**src/rtl/swizzle_c2d_sched_if.sv**
```systemverilog
// rtl/swizzle_c2d_sched_if.sv - bank request, CRAM read and swizzle stream signals of the scheduler
interface swizzle_c2d_sched_if #(
    parameter int NUM_REQ    = 4,
    parameter int RAM_DWIDTH = 40,
    parameter int RAM_AWIDTH = 9,
    parameter int MEM_AWIDTH = 9
);
    logic [NUM_REQ-1:0]            req;
    logic [NUM_REQ*MEM_AWIDTH-1:0] base_addr;
    logic                          mem_ready;
    logic [NUM_REQ-1:0]            grant;
    logic [NUM_REQ-1:0]            done;
    logic                          cram_rd_en;
    logic [RAM_AWIDTH-1:0]         cram_rd_addr;
    logic [RAM_DWIDTH-1:0]         cram_rd_data;
    logic                          sw_data_valid;
    logic [RAM_DWIDTH-1:0]         sw_data_in;
    logic                          sw_data_last;
    logic [MEM_AWIDTH-1:0]         sw_addr_start;

    modport master (
        input  req, base_addr, mem_ready, cram_rd_data,
        output grant, done, cram_rd_en, cram_rd_addr,
        output sw_data_valid, sw_data_in, sw_data_last, sw_addr_start
    );

    modport slave (
        output req, base_addr, mem_ready, cram_rd_data,
        input  grant, done, cram_rd_en, cram_rd_addr,
        input  sw_data_valid, sw_data_in, sw_data_last, sw_addr_start
    );
endinterface

```
**src/rtl/swizzle_c2d_sched.sv**
```systemverilog
// rtl/swizzle_c2d_sched.sv - round-robin scheduler streaming CRAM banks into one swizzle
// One bank owns the swizzle per transfer; words leave one cycle after their CRAM read strobe.
module swizzle_c2d_sched #(
    parameter int NUM_REQ      = 4,
    parameter int RAM_DWIDTH   = 40,
    parameter int RAM_AWIDTH   = 9,
    parameter int MEM_AWIDTH   = 9,
    parameter int XFER_WORDS   = 80,
    parameter int DRAIN_CYCLES = 4
) (
    input  logic                clk,
    input  logic                resetn,
    swizzle_c2d_sched_if.master bus
);
    localparam int PW = (NUM_REQ > 1) ? $clog2(NUM_REQ) : 1;
    localparam int CW = $clog2(XFER_WORDS + 1);
    localparam int DW = $clog2(DRAIN_CYCLES + 1);

    typedef enum logic [1:0] {
        S_IDLE,
        S_STREAM,
        S_FLUSH,
        S_DONE
    } state_t;

    state_t                  state_q, state_d;
    logic [NUM_REQ-1:0]      grant_q, grant_d;
    logic [NUM_REQ-1:0]      done_q, done_d;
    logic [PW-1:0]           ptr_q, ptr_d;
    logic [PW-1:0]           owner_q, owner_d;
    logic [CW-1:0]           cnt_q, cnt_d;
    logic [DW-1:0]           drain_q, drain_d;
    logic [RAM_AWIDTH-1:0]   addr_q, addr_d;
    logic [MEM_AWIDTH-1:0]   start_q, start_d;
    logic                    valid_q, valid_d;
    logic                    last_q, last_d;

    logic                    rd_en;
    logic                    final_rd;
    logic                    pick_found;
    logic [PW-1:0]           pick_idx;
    logic [MEM_AWIDTH-1:0]   pick_base;

    // Search starts one past the last owner so a re-raised request waits behind the others.
    always_comb begin
        pick_found = 1'b0;
        pick_idx   = '0;
        for (int k = 1; k <= NUM_REQ; k++) begin
            for (int j = 0; j < NUM_REQ; j++) begin
                if (!pick_found && bus.req[j] && (j == (int'(ptr_q) + k) % NUM_REQ)) begin
                    pick_found = 1'b1;
                    pick_idx   = PW'(j);
                end
            end
        end
    end

    always_comb begin
        pick_base = '0;
        for (int j = 0; j < NUM_REQ; j++) begin
            if (pick_idx == PW'(j)) begin
                pick_base = bus.base_addr[j*MEM_AWIDTH +: MEM_AWIDTH];
            end
        end
    end

    assign rd_en    = (state_q == S_STREAM) && bus.mem_ready && (cnt_q < CW'(XFER_WORDS));
    assign final_rd = rd_en && (cnt_q == CW'(XFER_WORDS - 1));

    always_comb begin
        state_d = state_q;
        grant_d = grant_q;
        done_d  = '0;
        ptr_d   = ptr_q;
        owner_d = owner_q;
        cnt_d   = cnt_q;
        drain_d = drain_q;
        addr_d  = addr_q;
        start_d = start_q;
        valid_d = rd_en;
        last_d  = final_rd;

        case (state_q)
            S_IDLE: begin
                if (pick_found) begin
                    grant_d = {{(NUM_REQ-1){1'b0}}, 1'b1} << pick_idx;
                    owner_d = pick_idx;
                    start_d = pick_base;
                    addr_d  = '0;
                    cnt_d   = '0;
                    state_d = S_STREAM;
                end
            end
            S_STREAM: begin
                if (rd_en) begin
                    addr_d = addr_q + RAM_AWIDTH'(1);
                    cnt_d  = cnt_q + CW'(1);
                end
                if (final_rd) begin
                    drain_d = '0;
                    state_d = S_FLUSH;
                end
            end
            S_FLUSH: begin
                // The final word is still on sw_data_* during the first drain cycle.
                if (drain_q == DW'(DRAIN_CYCLES - 1)) begin
                    done_d  = grant_q;
                    state_d = S_DONE;
                end else begin
                    drain_d = drain_q + DW'(1);
                end
            end
            S_DONE: begin
                ptr_d   = owner_q;
                grant_d = '0;
                start_d = '0;
                addr_d  = '0;
                cnt_d   = '0;
                state_d = S_IDLE;
            end
            default: begin
                state_d = S_IDLE;
            end
        endcase
    end

    always_ff @(posedge clk) begin
        if (!resetn) begin
            state_q <= S_IDLE;
            grant_q <= '0;
            done_q  <= '0;
            ptr_q   <= PW'(NUM_REQ - 1);
            owner_q <= '0;
            cnt_q   <= '0;
            drain_q <= '0;
            addr_q  <= '0;
            start_q <= '0;
            valid_q <= 1'b0;
            last_q  <= 1'b0;
        end else begin
            state_q <= state_d;
            grant_q <= grant_d;
            done_q  <= done_d;
            ptr_q   <= ptr_d;
            owner_q <= owner_d;
            cnt_q   <= cnt_d;
            drain_q <= drain_d;
            addr_q  <= addr_d;
            start_q <= start_d;
            valid_q <= valid_d;
            last_q  <= last_d;
        end
    end

    assign bus.grant         = grant_q;
    assign bus.done          = done_q;
    assign bus.cram_rd_en    = rd_en;
    assign bus.cram_rd_addr  = addr_q;
    assign bus.sw_data_valid = valid_q;
    assign bus.sw_data_in    = bus.cram_rd_data;
    assign bus.sw_data_last  = last_q;
    assign bus.sw_addr_start = start_q;
endmodule

```
**src/flat_wrapper.sv**
```systemverilog
// flat-port wrapper written by rule: the top's interface ports become plain ports
module swizzle_c2d_sched_flat 
#(
    parameter int NUM_REQ      = 4,
    parameter int RAM_DWIDTH   = 40,
    parameter int RAM_AWIDTH   = 9,
    parameter int MEM_AWIDTH   = 9,
    parameter int XFER_WORDS   = 80,
    parameter int DRAIN_CYCLES = 4
)
  (clk, resetn, bus_req, bus_base_addr, bus_mem_ready, bus_cram_rd_data, bus_grant, bus_done, bus_cram_rd_en, bus_cram_rd_addr, bus_sw_data_valid, bus_sw_data_in, bus_sw_data_last, bus_sw_addr_start);
  swizzle_c2d_sched_if #(.NUM_REQ(NUM_REQ), .RAM_DWIDTH(RAM_DWIDTH), .RAM_AWIDTH(RAM_AWIDTH), .MEM_AWIDTH(MEM_AWIDTH)) bus_i ();
  input  logic clk;
  input  logic resetn;
  input wire logic [$bits(bus_i.req)-1:0] bus_req;
  input wire logic [$bits(bus_i.base_addr)-1:0] bus_base_addr;
  input wire logic [$bits(bus_i.mem_ready)-1:0] bus_mem_ready;
  input wire logic [$bits(bus_i.cram_rd_data)-1:0] bus_cram_rd_data;
  output wire logic [$bits(bus_i.grant)-1:0] bus_grant;
  output wire logic [$bits(bus_i.done)-1:0] bus_done;
  output wire logic [$bits(bus_i.cram_rd_en)-1:0] bus_cram_rd_en;
  output wire logic [$bits(bus_i.cram_rd_addr)-1:0] bus_cram_rd_addr;
  output wire logic [$bits(bus_i.sw_data_valid)-1:0] bus_sw_data_valid;
  output wire logic [$bits(bus_i.sw_data_in)-1:0] bus_sw_data_in;
  output wire logic [$bits(bus_i.sw_data_last)-1:0] bus_sw_data_last;
  output wire logic [$bits(bus_i.sw_addr_start)-1:0] bus_sw_addr_start;
  assign bus_i.req = bus_req;
  assign bus_i.base_addr = bus_base_addr;
  assign bus_i.mem_ready = bus_mem_ready;
  assign bus_i.cram_rd_data = bus_cram_rd_data;
  assign bus_grant = bus_i.grant;
  assign bus_done = bus_i.done;
  assign bus_cram_rd_en = bus_i.cram_rd_en;
  assign bus_cram_rd_addr = bus_i.cram_rd_addr;
  assign bus_sw_data_valid = bus_i.sw_data_valid;
  assign bus_sw_data_in = bus_i.sw_data_in;
  assign bus_sw_data_last = bus_i.sw_data_last;
  assign bus_sw_addr_start = bus_i.sw_addr_start;
  swizzle_c2d_sched #(.NUM_REQ(NUM_REQ), .RAM_DWIDTH(RAM_DWIDTH), .RAM_AWIDTH(RAM_AWIDTH), .MEM_AWIDTH(MEM_AWIDTH), .XFER_WORDS(XFER_WORDS), .DRAIN_CYCLES(DRAIN_CYCLES)) u_core (.clk(clk), .resetn(resetn), .bus(bus_i));
endmodule
```
**config.mk**
```make
export PLATFORM = sky130hd
export DESIGN_NAME = swizzle_c2d_sched_flat
export DESIGN_NICKNAME = d
export VERILOG_FILES = /design/src/rtl/swizzle_c2d_sched_if.sv /design/src/rtl/swizzle_c2d_sched.sv /design/src/flat_wrapper.sv
export SDC_FILE = /design/constraint.sdc
export NUM_CORES = 1
export LEC_CHECK = 0
export CAP_MARGIN = 10
export CORE_UTILIZATION = 42
export DETAILED_ROUTE_END_ITERATION = 8
export HOLD_SLACK_MARGIN = 0.08
export PLACE_DENSITY = 0.86
export SLEW_MARGIN = 10
export SYNTH_ARGS = -nofsm -noshare
export SYNTH_HDL_FRONTEND = slang
export SYNTH_SLANG_ARGS = --single-unit
```
**constraint.sdc**
```tcl
create_clock -name clk -period 2.9 [get_ports clk]
set_input_delay 0.435 -clock clk [delete_from_list [all_inputs] [get_ports clk]]
set_output_delay 0.435 -clock clk [all_outputs]
set_load 0.05 [all_outputs]
```
; ---- Yosys cells after proc, flatten, opt, wreduce, memory -nomap -nowiden
; Cells that the tools add are included.
[word_totals]
reg_bits = 44
inputBits = 83
out_inout_bits = 69
word_cells = 169
[classes]
add_sub_neg = 7
n_lt_le_gt_ge = 1
n_eq_ne = 25
shift = 1
mux = 52
bitwise = 4
n_reduce_logical = 68
[ops]
columns = cell, n
row1 = 32-bit logical NOT, 4
row2 = 9-bit two-way mux, 7
row3 = 1-bit logical AND, 34
row4 = 2-bit two-way mux, 17
row5 = 9-bit one-hot mux with 3 select lines, 1
row6 = 3-bit equality test (first input constant), 8
row7 = 7-bit one-hot mux with 3 select lines, 1
row8 = 9-bit one-hot mux with 2 select lines, 1
row9 = 1-bit two-way mux, 17
row10 = 1-bit logical NOT, 15
row11 = 7-bit two-way mux, 2
row12 = 2-bit by 3-bit equality test with 1-bit output (first input constant), 4
row13 = 3-bit AND reduction, 4
row14 = 9-bit by 1-bit adder with 9-bit output (second input constant), 1
row15 = 2-bit equality test (second input constant), 4
row16 = 2-bit by 1-bit inequality test with 1-bit output (second input constant), 4
row17 = 2-bit one-hot mux with 4 select lines, 1
row18 = 4-bit one-hot mux with 2 select lines, 1
row19 = 2-bit OR reduction, 4
row20 = 7-bit by 1-bit adder with 7-bit output (second input constant), 1
row21 = 7-bit equality test (second input constant), 1
row22 = 7-bit less-than comparator (second input constant), 1
row23 = 3-bit two-way mux, 2
row24 = 3-bit one-hot mux with 2 select lines, 1
row25 = other kinds (13), 22

; ---- Longest topological paths before layout
; Gate-level depths: netlist of the first run.
[depth]
word_depth = 73
ltp_mapped = 8
depth_no_buf = 7

; ---- Worst setup path before layout of the first run
; OpenSTA, ideal clock, no wires.
[synth_path]
path_kind = register to register
from = register u_core.state_q[0]
to = register u_core.start_q[0] (netlist: u_core.bus.sw_addr_start[0])
setup_ps = 73
arrival_time_ps = 1745
t_required_ps = 2827
setup_slack_ps = 1082
path_stages_with_launch = 8
path_buffers = 0
period_less_slack_ps = 1818
path_cell_list = dfxtp_1 inv_1 ha_1 nor2_2 o211ai_2 nor3_4 nand2_4 o211ai_2
[synth_via]
elab_chain_len = 3
elab_cells_between_ends = 6
classes_between = 2 x eq/ne / 1 x mux / 3 x reduce/logical
[synth_rtl]
columns = item, line_no
row1 = start: declaration, swizzle_c2d_sched.sv:26  ; state_t state_q, state_d;
row2 = start signal: assignment, swizzle_c2d_sched.sv:141  ; state_q <= state_d;
row3 = 2-bit logical NOT / 2-bit equality test (equally long branches), swizzle_c2d_sched.sv:83  ; case (state_q)
row4 = 2-bit by 1-bit inequality test with 1-bit output (no line) / 2-bit nonzero test (equally long branches), -
row5 = 2-bit AND reduction (no line), -
row6 = end signal: assignment, swizzle_c2d_sched.sv:149  ; start_q <= start_d;
row7 = end: declaration, swizzle_c2d_sched.sv:34  ; logic [MEM_AWIDTH-1:0] start_q, start_d;
; Parallel ways exist; a longest one is shown, timed or not.
; A chain may end at the register's enable or synchronous reset.

; ---- Final worst setup path of the first run
[layout_path]
from = register u_core.state_q[1]
to = output bus_cram_rd_en
[layout_via]
elab_chain_len = 3
[layout_rtl]
columns = item, line_no
row1 = 2-bit by 1-bit equality test with 1-bit output, swizzle_c2d_sched.sv:67  ; assign rd_en = (state_q == S_STREAM) && bus.mem_ready && (cnt_q < CW'(XFER_WORDS));
row2 = 1-bit logical AND (2 in series), swizzle_c2d_sched.sv:67
row3 = end: declaration, flat_wrapper.sv:21  ; output wire logic [$bits(bus_i.cram_rd_en)-1:0] bus_cram_rd_en;
; Every way passes these cells.

==> impl_metrics.tcl, run 1 <==
set metrics [dict create \
    die_h_um 82.7 \
    synth_edf_count 0 \
    cap_violations 0 \
    stdcell_area_sq_um 3310 \
    syn-cell-area_sq_um 2740 \
    path_clk_slew_ps 90 \
    rows 29 \
    startpoint "u_core.state_q[1]$_SDFFE_PN0P_" \
    fill_cells 590 \
    antenna_found_initial 0 \
    r2r_start "u_core.state_q[0]$_SDFFE_PN0P_" \
    grt_first_pass_wirelength_um 9850 \
    fin_skew_ps 8.51 \
    power_density_nw_per_um2 753 \
    dr_total_vias 2244 \
    die_w_um 82.7 \
    total_power_mw 2.49 \
    hold_violations 0 \
    synth-seq-cells 44 \
    max_freq_mhz 388 \
    setup_viol 0 \
    clock-sinks 44 \
    critPathLaunchType "flip-flop" \
    finalCritPeriodShare_pct 88.8 \
    cp.required_ps 2470 \
    slew_violations 0 \
    drt-initial-drc-count 87 \
    cts_max_level 2 \
    ff2ff_setup_slack_ps 650 \
    holdCritStartpoint "u_core.bus.grant[1]$_SDFFE_PN0P_" \
    port_buffers 71 \
    syn_inst 305 \
    routed_wl_um 6130 \
    cp.arrival_ps 2140 \
    die_area_sq_um 6840 \
    clock_latency_ps 310 \
    max_slew.worst_pin.slew_ps 816 \
    drt-wirelength-per-cell_um 14.8 \
    fin_util_pct 52.4 \
    syn_nets 397 \
    min_period_ps 2580 \
    n_antenna_cell 0 \
    gp_congestion 0.811 \
    drtAntennaViolNets 0 \
    outcome "finished clean" \
    area_delta_synth_final_pct 21.0 \
    grt_pass1_vias 2186 \
    drc 0 \
    rsz0062_at_grt "no" \
    cts_resized 0 \
    synth.yosys.warnings 0 \
    core_sq_um 6310 \
    crit_type "flip-flop to primary output" \
    io_pins 152 \
    synth.distinct_cells 54 \
    worstPathMaxFanout 8 \
    grt_start_max_net_pins 19 \
    start_util_pct 43.3 \
    track_usage_pct 19.1 \
    crit_path_end_kind "primary output" \
    avgSynthCellArea_sq_um 8.97 \
    fin_nets 428 \
    p_leak_nw 1.35 \
    cts_tree "built" \
    drive_above_1_share_pct 11.0 \
    ys_seq_area_share_pct 32.2 \
    clock_path_buffers 2 \
    grt-ovfl-total 0 \
    tns_ps 0 \
    synth_top_flop_cell "dfxtp_1" \
    cts-root-buf "clkbuf_8" \
    ir_drop_mv 0.488 \
    hold_buffers 0 \
    min_path_type "flip-flop to flip-flop" \
    numCtsBuffers 5 \
    placed_area_sq_um 3200 \
    via_per_inst 5.42 \
    synthArstFlopShare_pct 0 \
    maxSlewHeadroom_pct 45.2 \
    cts_setup_buffers 0 \
    dpl.hpwl_um 4640 \
    dr.pass1.iters 4 \
]
worst max-delay path, stage by stage, from the launching register on:
cell             delay, ps
dfxtp_1                350
inv_1                  110
ha_1                   290
and3_1                 270
clkdlybuf4s50_1        820
power breakdown:
group / switching (mW) / leakage [nW] / total [mW] / internal [mW]
logic: 0.767 / 0.937 / 1.22 / 0.454
registers: 0.0719 / 0.358 / 0.783 / 0.712
clock network: 0.233 / 0.0541 / 0.488 / 0.255
path summary, 6_finish.rpt:
path,endpoint,cells after the start
setup / recovery,bus_cram_rd_en,4
hold / removal,u_core.bus.grant[1]$_SDFFE_PN0P_,2
setup reg to reg,u_core.bus.sw_addr_start[7]$_SDFFE_PN0P_,7
hold reg to reg,u_core.bus.grant[1]$_SDFFE_PN0P_,2
area by class of cell:
cell class	count	area, sq um	area share (%)
multi-input cells	197	1430	43.3
repair buffers	75	741	22.4
flip-flops and latches	44	881	26.6
inverters	13	48.8	1.47
clock inverters	3	42.5	1.29
clock buffers	5	68.8	2.08
well taps	77	96.3	2.91
through the flow:
step	worst slack, ps	hold WS [ps]	std cells
global placement	349	465	406
floorplan	1080	443	305
global route	207	497	414
finish	325	475	414
detailed placement	230	462	406
CTS	342	474	414
synth_stat cells (2+ instances only):
cell type | count | area, sq um
mux2i_1 | 13 | 130
o41ai_1 | 2 | 17.5
nor4b_1 | 3 | 26.3
a22oi_1 | 5 | 37.5
a31oi_1 | 2 | 12.5
o211ai_2 | 8 | 100
nand2b_1 | 3 | 18.8
o211ai_1 | 5 | 37.5
nor2_1 | 29 | 109
nor3b_1 | 3 | 22.5
nand2_1 | 16 | 60.1
clkbuf_1 | 2 | 7.51
a21oi_1 | 5 | 25.0
buf_6 | 3 | 33.8
o21a_1 | 2 | 15.0
dfxtp_1 | 44 | 881
o21ai_0 | 11 | 55.1
xnor2_1 | 11 | 96.3
o211a_1 | 8 | 80.1
inv_1 | 12 | 45.0
nor4_1 | 3 | 18.8
and2_1 | 12 | 75.1
nand3_1 | 13 | 65.1
ha_1 | 9 | 113
buf_2 | 5 | 25.0
and3_1 | 3 | 18.8
a22o_1 | 3 | 26.3
nor2_2 | 4 | 25.0
buf_4 | 41 | 308
metal layers:
metal / global-route usage (%) / wire, um / vias up
li1: - / - / 1096
met1: 20.7 / 2550 / 1045
met2: 33.1 / 2990 / 87
met3: 6.59 / 456 / 16
met4: 9.31 / 138 / 0
met5: 0 / 0 / -
placed cells by master (no fill, tap or decap), types with 4 or more instances in the layout:
cell type and n:
o211a_1 8, inv_1 12, clkbuf_8 5, nand3_1 13, nor2_1 29, o211ai_2 8
ha_1 9, a21oi_1 5, mux2i_1 13, clkdlybuf4s50_1 71, a22oi_1 5, buf_4 4
o21ai_0 11, xnor2_1 11, nor2_2 4, and2_1 12, o211ai_1 5, dfxtp_1 44
nand2_1 16
sequential cells by signal, indices dropped and copies added (netlist names):
name / cells
u_core.bus.done: 4
u_core.cnt_q: 7
u_core.owner_q: 2
u_core.bus.cram_rd_addr: 9
u_core.bus.sw_data_last: 1
u_core.bus.grant: 4
u_core.state_q: 2
u_core.bus.sw_data_valid: 1
u_core.bus.sw_addr_start: 9
u_core.drain_q: 3
u_core.ptr_q: 2
cells by family (layout without fill, tap and decap cells):
logic type | after synthesis | after routing | share of synthesized area [%]
compound gates | 61 | 61 | 18.6
xor+xnor | 11 | 11 | 3.52
fa+ha+maj | 9 | 9 | 4.12
buf+inv | 64 | 96 | 15.5
flops | 44 | 44 | 32.2
mux | 13 | 13 | 4.76
simple gates | 103 | 103 | 21.3
Power figures use the tool's default switching activity.
==> inputs of run 2 (changes only) <==
--- a/config.mk
+++ b/config.mk
@@ -5,11 +5,13 @@
 export SDC_FILE = /design/constraint.sdc
 export NUM_CORES = 1
 export LEC_CHECK = 0
+export ABC_AREA = 1
 export CAP_MARGIN = 10
-export CORE_UTILIZATION = 42
+export CORE_UTILIZATION = 43
 export DETAILED_ROUTE_END_ITERATION = 8
+export GPL_ROUTABILITY_DRIVEN = 0
 export HOLD_SLACK_MARGIN = 0.08
-export PLACE_DENSITY = 0.86
+export PLACE_DENSITY = 0.87
 export SLEW_MARGIN = 10
 export SYNTH_ARGS = -nofsm -noshare
 export SYNTH_HDL_FRONTEND = slang
==> impl_metrics.tcl, run 2 <==
set metrics [dict create \
    placed_area_sq_um 3410 \
    grt_pass1_vias 2718 \
    slew_violations 0 \
    clock_path_buffers 2 \
    fin_skew_ps 12.3 \
    dp_cells 541 \
    synth_top_area_share_pct 30.7 \
    cp_slowest_cell "clkdlybuf4s50_1" \
    numCtsBuffers 5 \
    syn_inst 432 \
    fin_nets 563 \
    die_area_sq_um 7010 \
    drc 0 \
    stdcell_area_sq_um 3530 \
    outcome "finished clean" \
    setup_viol 0 \
    drtAntennaViolNets 0 \
    cts_setup_buffers 0 \
    tns_ps 0 \
    yosysTopAreaCell "dfxtp_1" \
    hold_violations 0 \
    cts_resized 0 \
    synth.yosys.warnings 0 \
    pre_cts_ws_ps 50.3 \
    worstPathMaxFanout 14 \
    clock-sinks 44 \
    critPathLaunchType "input port" \
    dr_total_vias 2869 \
    grt_use_met1_pct 24.1 \
    finalCritPeriodShare_pct 89.2 \
    timing.final.ws_setup_ps 313 \
    rsz0062_at_grt "no" \
    start_util_pct 44.9 \
    maxSlewHeadroom_pct 63.3 \
    core_sq_um 6390 \
    synthArstFlopShare_pct 0 \
    clock_latency_ps 310 \
    grt-ovfl-total 0 \
    die_h_um 83.7 \
    min_period_ps 2590 \
    n_antenna_cell 0 \
    path_clk_slew_ps 90 \
    cts-root-buf "clkbuf_8" \
    path_cells "clkdlybuf4s50_1 -> nand3_1 -> nand2_1 -> nor2_2 -> nand4_2 -> nor2_2 -> nand4_2 -> nor2_2 -> nand3_1 -> nand2_1 -> inv_2 -> nand2_2 -> nand2_4 -> nor2_8 -> nand2_1 -> nand2_1 -> nor2_1 -> nor2_1" \
    cap_violations 0 \
    final_cell_mix "nand2_1, nor2_1, clkdlybuf4s50_1" \
    syn_nets 524 \
    synthTopCellsByCount "nand2_1, nor2_1, inv_1" \
    ir_drop_mv 0.532 \
    port_buffers 71 \
    synth_top_flop_cell "dfxtp_1" \
    use_met2_pct 34.7 \
    cts_max_level 2 \
    dr.pass1.iters 4 \
    track_usage_pct 20.1 \
    grt_first_pass_wirelength_um 11800 \
    antenna_found_initial 0 \
    max_slew.worst_pin.slew_ps 548 \
    syn-cell-area_sq_um 2870 \
    synthTopCellsByArea "dfxtp_1, buf_4, nand2_1" \
    cts_tree "built" \
    rows 29 \
    max_freq_mhz 387 \
    power_density_nw_per_um2 862 \
    cp.arrival_ps 2830 \
    area_delta_synth_final_pct 23.1 \
    yosysMostFrequentCell "nand2_1" \
    synth.distinct_cells 36 \
    hold_buffers 0 \
    slowest_delay_ps 420 \
    synth_edf_count 0 \
    min_path_type "flip-flop to flip-flop" \
    synth-seq-cells 44 \
    io_pins 152 \
    final_common_cell "nand2_1" \
    avgSynthCellArea_sq_um 6.64 \
    grt-busiest-layer "met2" \
    p_leak_nw 1.58 \
    cp.required_ps 3150 \
    drive_above_1_share_pct 8.90 \
    drt-wirelength-per-cell_um 12.6 \
    met3_usage_pct 4.06 \
    finalNonFillerCells 549 \
    crit_type "input port to flip-flop" \
    grt_start_max_net_pins 26 \
    die_w_um 83.7 \
    crit_path_end_kind "flip-flop" \
    ys_seq_area_share_pct 30.7 \
    whs_ps 456 \
    routed_wl_um 6940 \
    via_per_inst 5.23 \
    drt-initial-drc-count 108 \
    dpl.hpwl_um 5460 \
    cpMostUsedCell "nand2_1" \
]
-- run 2: area by class of cell --
class / instances / area [sq um]
Multi-Input combinational cell: 279 / 1430
Fill cell: 609 / 2850
Clock inverter: 2 / 38.8
Sequential cell: 44 / 881
Timing Repair Buffer: 78 / 773
Inverter: 63 / 236
Tap cell: 77 / 96.3
Clock buffer: 6 / 82.6
-- run 2: through the flow --
step	power [mW]	util (%)
6_report	3.05	55.3
5_1_grt	3.27	55.3
4_1_cts	3.04	55.3
3_5_place_dp	2.54	53.4
3_3_place_gp	2.48	53.4
2_1_floorplan	2.18	-
-- run 2: logic make-up after synthesis --
family / synth area share (%)
simple gates: 36.2
xor+xnor: 0.305
compound gates: 9.24
fa+ha+maj: 3.92
buf+inv: 19.7
flops: 30.7
-- run 2: worst max-delay path: cells and delay by family --
family	cells	cell delay, ps
buffers and inverters	2	540
and+or+nand+nor	16	1840
-- run 2: final timing paths --
kind	start	to	slack (ps)	depth (start not counted)
setup / recovery	bus_req[3]	u_core.bus.sw_addr_start[1]$_SDFFE_PN0P_	310	18
hold / removal	u_core.bus.grant[0]$_SDFFE_PN0P_	u_core.bus.done[0]$_SDFF_PN0_	460	2
setup reg to reg	u_core.ptr_q[0]$_SDFFE_PN1N_	u_core.bus.sw_addr_start[1]$_SDFFE_PN0P_	360	18
hold reg to reg	u_core.bus.grant[0]$_SDFFE_PN0P_	u_core.bus.done[0]$_SDFF_PN0_	460	2
-- run 2: power breakdown --
group          internal [mW]  total [mW]  switching [mW]
combinational          0.602        1.73            1.13
clock                  0.282       0.504           0.222
sequential             0.724       0.814          0.0900
total                   1.61        3.05            1.44
-- run 2: routing by layer --
| layer | wire (um) | vias up | share of wire (%) |
|---|---|---|---|
| met5 | 0 | - | 0 |
| met4 | 131 | 0 | 1.9 |
| met3 | 535 | 29 | 7.7 |
| met2 | 3350 | 126 | 48 |
| met1 | 2930 | 1296 | 42 |
| li1 | - | 1418 | - |
